--- src/rtl/gpio_port.sv ---
`timescale 1ns/1ps
// gpio_port: memory-mapped GPIO bank + LEDs with synchronised inputs, w1c edge capture and masked irq.
// Define GPIO_EDGE_BOTH_EN to capture falling as well as rising edges.
module gpio_port #(
  parameter int WIDTH       = 8,
  parameter int NUM_LEDS    = 4,
  parameter int SYNC_STAGES = 2
) (
  input  logic                CLK,
  input  logic                RST_N,
  input  logic [2:0]          addr,
  input  logic [WIDTH-1:0]    dataIn,
  input  logic                wrEn,
  input  logic                rdEn,
  output logic [WIDTH-1:0]    dataOut,
  output logic [NUM_LEDS-1:0] LED,
  output logic [WIDTH-1:0]    gpioOutEn,
  output logic [WIDTH-1:0]    gpioOutSig,
  input  logic [WIDTH-1:0]    gpioInSig,
  output logic                irq
);
  logic [WIDTH-1:0] ledReg, dirReg, outReg, edgeReg, imaskReg, prevReg;
  logic [WIDTH-1:0] syncIn, edgeEvt, edgeClr, rdData;
  logic [SYNC_STAGES-1:0][WIDTH-1:0] syncChain;

  assign syncIn = syncChain[SYNC_STAGES-1];
`ifdef GPIO_EDGE_BOTH_EN
  assign edgeEvt = ~dirReg & (syncIn ^ prevReg);
`else
  assign edgeEvt = ~dirReg & syncIn & ~prevReg;
`endif
  assign edgeClr = (wrEn && addr == 3'd4) ? dataIn : '0;

  // a new event in the same cycle as its w1c wins because it is OR-ed after the clear
  always_ff @(posedge CLK or negedge RST_N)
    if (!RST_N) begin
      syncChain <= '0;
      prevReg   <= '0;
      edgeReg   <= '0;
    end else begin
      syncChain <= {syncChain[SYNC_STAGES-2:0], gpioInSig};
      prevReg   <= syncIn;
      edgeReg   <= (edgeReg & ~edgeClr) | edgeEvt;
    end

  always_ff @(posedge CLK or negedge RST_N)
    if (!RST_N) begin
      ledReg   <= '0;
      dirReg   <= '0;
      outReg   <= '0;
      imaskReg <= '0;
    end else if (wrEn) begin
      case (addr)
        3'd0:    ledReg   <= dataIn;
        3'd1:    dirReg   <= dataIn;
        3'd2:    outReg   <= dataIn;
        3'd5:    imaskReg <= dataIn;
        3'd6:    outReg   <= outReg ^ dataIn;
        default: ;
      endcase
    end

  always_comb begin
    rdData = '0;
    case (addr)
      3'd0:    rdData = ledReg;
      3'd1:    rdData = dirReg;
      3'd2:    rdData = outReg;
      3'd3:    rdData = syncIn;
      3'd4:    rdData = edgeReg;
      3'd5:    rdData = imaskReg;
      default: rdData = '0;
    endcase
  end

  always_ff @(posedge CLK or negedge RST_N)
    if (!RST_N) dataOut <= '0;
    else if (rdEn) dataOut <= rdData;

  assign LED        = ledReg[NUM_LEDS-1:0];
  assign gpioOutEn  = dirReg;
  assign gpioOutSig = outReg;
  assign irq        = |(edgeReg & imaskReg);
endmodule

--- config.mk ---
export PLATFORM = sky130hd
export DESIGN_NAME = gpio_port
export DESIGN_NICKNAME = d
export VERILOG_FILES = /design/src/rtl/gpio_port.sv
export SDC_FILE = /design/constraint.sdc
export NUM_CORES = 1
export LEC_CHECK = 0
export BUFFER_PORTS_ARGS = -buffer_cell sky130_fd_sc_hd__buf_2
export CAP_MARGIN = 20
export CORE_MARGIN = 4
export CORE_UTILIZATION = 34
export CTS_CLUSTER_SIZE = 28
export DETAILED_ROUTE_END_ITERATION = 10
export PLACE_DENSITY_LB_ADDON = 0.1
export SLEW_MARGIN = 20
export SYNTH_ARGS = -nofsm -noshare
export SYNTH_HDL_FRONTEND = slang
export SYNTH_SLANG_ARGS = --single-unit
--- constraint.sdc ---
create_clock -name CLK -period 3.2 [get_ports CLK]
set_clock_uncertainty 0.15 [all_clocks]
set_input_delay 0.32 -clock CLK [delete_from_list [all_inputs] [get_ports CLK]]
set_output_delay 0.32 -clock CLK [all_outputs]
set_load 0.05 [all_outputs]
# Yosys cells after proc, flatten, opt, wreduce, memory -nomap -nowiden
# Index checks and enable logic that the tools add are counted.
dict set report totals {
  out_inout_bits 29
  latchBits 0
  elab_cells 35
  rom_bits 0
  ff_bits 72
  n_memories 0
  input_bits 23
  ram_bits 0
}
dict set report op_classes {
  bitwise 9
  n_mul 0
  reduce_logical 8
  div 0
  n_lt_le_gt_ge 0
  addsub 0
  muxes 3
  n_shift 0
  eq_ne 6
}
# operator n
set op_table {}
lappend op_table {{8-bit case mux with 6 select lines} 1}
lappend op_table {{8-bit AND} 4}
lappend op_table {{8-bit inverter} 3}
lappend op_table {{8-bit case mux with 2 select lines} 1}
lappend op_table {{3-bit == test (second input constant)} 3}
lappend op_table {{8-bit two-way mux} 1}
lappend op_table {{8-bit OR} 1}
lappend op_table {{2-bit AND reduction} 4}
lappend op_table {{8-bit OR reduction} 1}
lappend op_table {{8-bit bitwise XOR} 1}
lappend op_table {{3-bit by 2-bit == test with 1-bit output (second input constant)} 2}
lappend op_table {{3-bit by 1-bit == test with 1-bit output (second input constant)} 1}
lappend op_table {{3-bit zero test} 1}
lappend op_table {{2-bit nonzero test} 1}
lappend op_table {{1-bit logical AND} 1}

# Longest topological paths before layout
dict set report logic_depth {
  depth_word 6
  depth_mapped 6
  mapped_depth_nobuf 4
}

# Worst setup path after synthesis
# OpenSTA, ideal clock, no wires.
dict set report synth_path {
  kind {register to register}
  from {register dirReg[1], in the netlist gpioOutEn[1]}
  to {register dataOut[1]}
  path_buffers 0
  required_ps 2913
  slack_ps 1605
  path_stages_with_launch 4
  period_less_slack_ps 1595
  arrival_ps 1308
  setup_time_ps 137
  path_cell_list {dfrtp_1 -> mux4_2 -> a22oi_1 -> a21oi_1}
}
dict set report synth_via {
  elab_chain_cells 1
}
# item line
set synth_lines {}
lappend synth_lines {{from (decl)} 22} ;# logic [WIDTH-1:0] ledReg, dirReg, outReg, edgeReg, imaskReg, prevReg;
lappend synth_lines {{from (signal assigned)} 55} ;# 3'd1: dirReg <= dataIn;
lappend synth_lines {{8-bit case mux with 6 select lines} 65} ;# case (addr)
lappend synth_lines {{to (signal assigned)} 78} ;# else if (rdEn) dataOut <= rdData;
lappend synth_lines {{to (decl)} 15} ;# output logic [WIDTH-1:0] dataOut,
# Every way passes these cells.
# A chain may end at the register's enable or synchronous reset.

# Final worst setup path
dict set report layout_path {
  from {input port addr[2]}
  to {register ledReg[3]}
}
dict set report layout_via {
  elab_chain_cells 2
}
# item line
set layout_lines {}
lappend layout_lines {{from (decl)} 11} ;# input logic [2:0] addr,
lappend layout_lines {{3-bit zero test} 53} ;# case (addr)
lappend layout_lines {{2-bit AND reduction (no source line)} n/a}
lappend layout_lines {{to (signal assigned)} 54} ;# 3'd0: ledReg <= dataIn;
lappend layout_lines {{to (decl)} 22}
# Every way passes these cells.

==> summary.md <==
| Metric | Value |
|---|---|
| Estimated wirelength of the detail-placed design | 4850 µm |
| R2R Setup Slk | roughly 1700 ps |
| Power Density | 689 mW/mm² |
| TritonCTS Buffers | 9 |
| Critical Path Slowest Stage Cell | nor3_2 |
| Top delay family on crit path | simple AND/OR/NAND/NOR gates |
| Most frequent cells in the layout | dfrtp_1 (72), buf_2 (50), mux2_2 (30), nor2_1 (22), a21oi_1 (18) |
| Hold endpoint | gpioOutSig[2] |
| Die area | 0.0104 mm² |
| Mapped cell area | 0.00300 mm² |
| Worst-case clock buffer depth | 2 |
| Worst-margin pin slew | 927 ps |
| Antenna diodes | 0 |
| Critical Path Fanout Max | 31 |
| Worst Hold Class | input port to flop |
| Commonest non-fill, non-tap cell in the layout | dfrtp_1 |
| Global-route wire length before repair | 11,700 µm |
| Worst setup EP type | flop |
| Post-CTS setup buffers | 0 |
| Fin. Hold Viols | 0 |
| 1st-pass router iterations | 4 |
| FP Rows | 34 |
| CTS root buf | clkbuf_8 |
| # hold bufs at CTS | 9 |
| # DRC | 0 |
| Clock latency on the worst-skew pair | ~350 ps |
| Worst stage delay on the critical path | 680 ps |
| Vias in the first global route | around 2,100 |
| Data arrival, critical path | roughly 2000 ps |
| Max-Cap Viols | 0 |
| Detailed Route WL | approximately 7300 µm |
| Outcome | completed |
| H-Tree Depth | 3 |
| Initial Util | about a third |
| Via density per instance | around 5.1 |
| DR WL/cell | 18.0 µm |
| Worst Min Path Start | dataIn[2] |
| Design Area, Final | 0.00363 mm² |
| Slew Viols, Final | 0 |
| Synth cell types | 30 |
| Die X | 102 µm |
| Critical path class | input port to flop |
| Die H | 102 µm |
| Synth Register Bits | 72 |
| WP buf/inv | 1 |
| Final Wtd Congestion | approximately 0.71 |
| Syn. warnings | 0 |
| R2R Path Start | imaskReg[1] |
| CP required | 3280 ps |
| Pleak | 1.59 nW |
| Worst IR Drop VDD | 0.217 mV |
| Register-to-Register Path Depth | 3 |
| CP Launch Type | input port |
| Max-slew headroom | approximately two fifths |
| Part of the cycle the worst path needs | 60.7% |
| Mapped Cells | about 240 |
| Clk sinks | 72 |
| Cells along the critical path | buf_2 > nand2b_1 > nor3_2 > mux2_2 |
| Total Neg Setup Slack | 0 ps |
| Area growth syn-to-layout | 20.9% |
| Syn_nets | 259 |
| Unrepaired setup endpoints after global routing | false |
| Final setup viols | 0 |
| Clock transition at path regs | 80 ps |
| Initial drt markers | 70 |
| Min Tclk post-route | 1940 ps |
| Initial antenna violation count | 0 |
| Syn avg cell area | 12.7 µm² |
| Layout cells sized above 1 | 35.6% |
| Global-route usage over all layers | roughly 15% |
| Post-CTS sizing | 0 |
| Achievable frequency | 0.515 GHz |
| Via Count | 2,060 |
| Post-synthesis sequential area ratio | 60.0% |
| Input/output buffers | between 50 and 60 |
| Nets | approximately 320 |
| Hold path depth | 2 |
| Largest net degree at the start of global routing | 73 |
| # IOs | 52 |
| Post-DP Area | around 0.0033 mm² |
| Antenna-violating nets left | 0 |
| Core Region | a little under 0.009 mm² |
| Reg2reg end | dataOut[1] |
| GRT Residual Overflow | 0 |
| CTS tree | yes |
[where the power goes]
group          internal, W  switching, W
logic             0.000192      0.000376
registers          0.00103     0.0000981
clock network     0.000440      0.000363
[state kept, by name, indices dropped and copies added (netlist names)]
signal and flops:
dataOut 8, edgeReg 8, gpioOutEn 8, gpioOutSig 8, imaskReg 8, ledReg 8, prevReg 8, syncChain 8
syncIn 8
[per-stage QoR]
stage	hold WS, ps	instances	power [W]	setup WS [ps]	util (%)
after global placement	183	381	0.00171	873	38.3
after global routing	79.0	406	0.00263	1210	41.8
after detailed placement	186	381	0.00172	849	38.3
final	82.4	406	0.00250	1260	41.8
after CTS	75.0	406	0.00253	1210	41.8
after floorplan	-126	236	0.00156	1600	-
[cell usage after synthesis (all sizes together)]
cell / count / area [µm²]
a211o: 3 / 26.3
a21oi: 18 / 90.1
a22o: 8 / 70.1
a22oi: 7 / 52.6
a311oi: 5 / 43.8
a31oi: 5 / 31.3
a32oi: 3 / 26.3
and2: 1 / 6.26
and3: 1 / 6.26
and3b: 1 / 8.76
buf: 11 / 67.6
clkbuf: 4 / 15.0
dfrtp: 72 / 1800
inv: 2 / 7.50
mux2: 30 / 338
mux2i: 6 / 60.1
mux4: 3 / 67.6
nand2: 9 / 33.8
nand2b: 3 / 18.8
nand3: 8 / 45.0
nand3b: 4 / 30.0
nand4: 1 / 6.26
nor2: 23 / 93.8
nor3: 2 / 26.3
o21ai: 6 / 30.0
[worst reg2reg max path: stages (launching register included)]
cell and delay, ps:
dfrtp_1 400, mux4_2 480, a22oi_1 230, a21oi_1 90
[metal layers]
layer | wire (µm) | GRT usage [%] | vias up
met4 | 100 | 6.86 | 0
met3 | 293 | 3.48 | 7
met2 | 3510 | 23.3 | 38
met5 | 0 | 0 | -
met1 | 3420 | 20.6 | 1036
li1 | - | - | 979
[cell type report]
| type | count | area (µm²) |
|---|---|---|
| inverter | 2 | 7.51 |
| multi-input combinational | 147 | 1110 |
| clock inverter | 7 | 95.1 |
| sequential | 72 | 1800 |
| tap | 108 | 135 |
| clock buffer | 9 | 124 |
| timing repair buffer | 61 | 355 |
| fill | 848 | 5050 |
[cell families after synthesis]
| family | after synthesis | share of synthesized area [%] |
|---|---|---|
| muxes | 39 | 15.5 |
| DFF | 72 | 60.0 |
| AOI/OAI and AO/OA | 55 | 12.3 |
| buffers and inverters | 17 | 3.00 |
| and+or+nand+nor | 53 | 9.17 |
[worst max-delay path by stage]
stage               slack (ps)    endpoint  cells past startpoint         start
finish                    1260   ledReg[3]                      4       addr[2]
global placement           870   ledReg[0]                      4       addr[2]
global route              1210   ledReg[7]                      4       addr[2]
detailed placement         850   ledReg[3]                      4       addr[2]
floorplan                 1600  dataOut[1]                      3  gpioOutEn[1]
CTS                       1210   ledReg[3]                      4       addr[2]
Note: power is estimated with default switching activity, not from simulation.
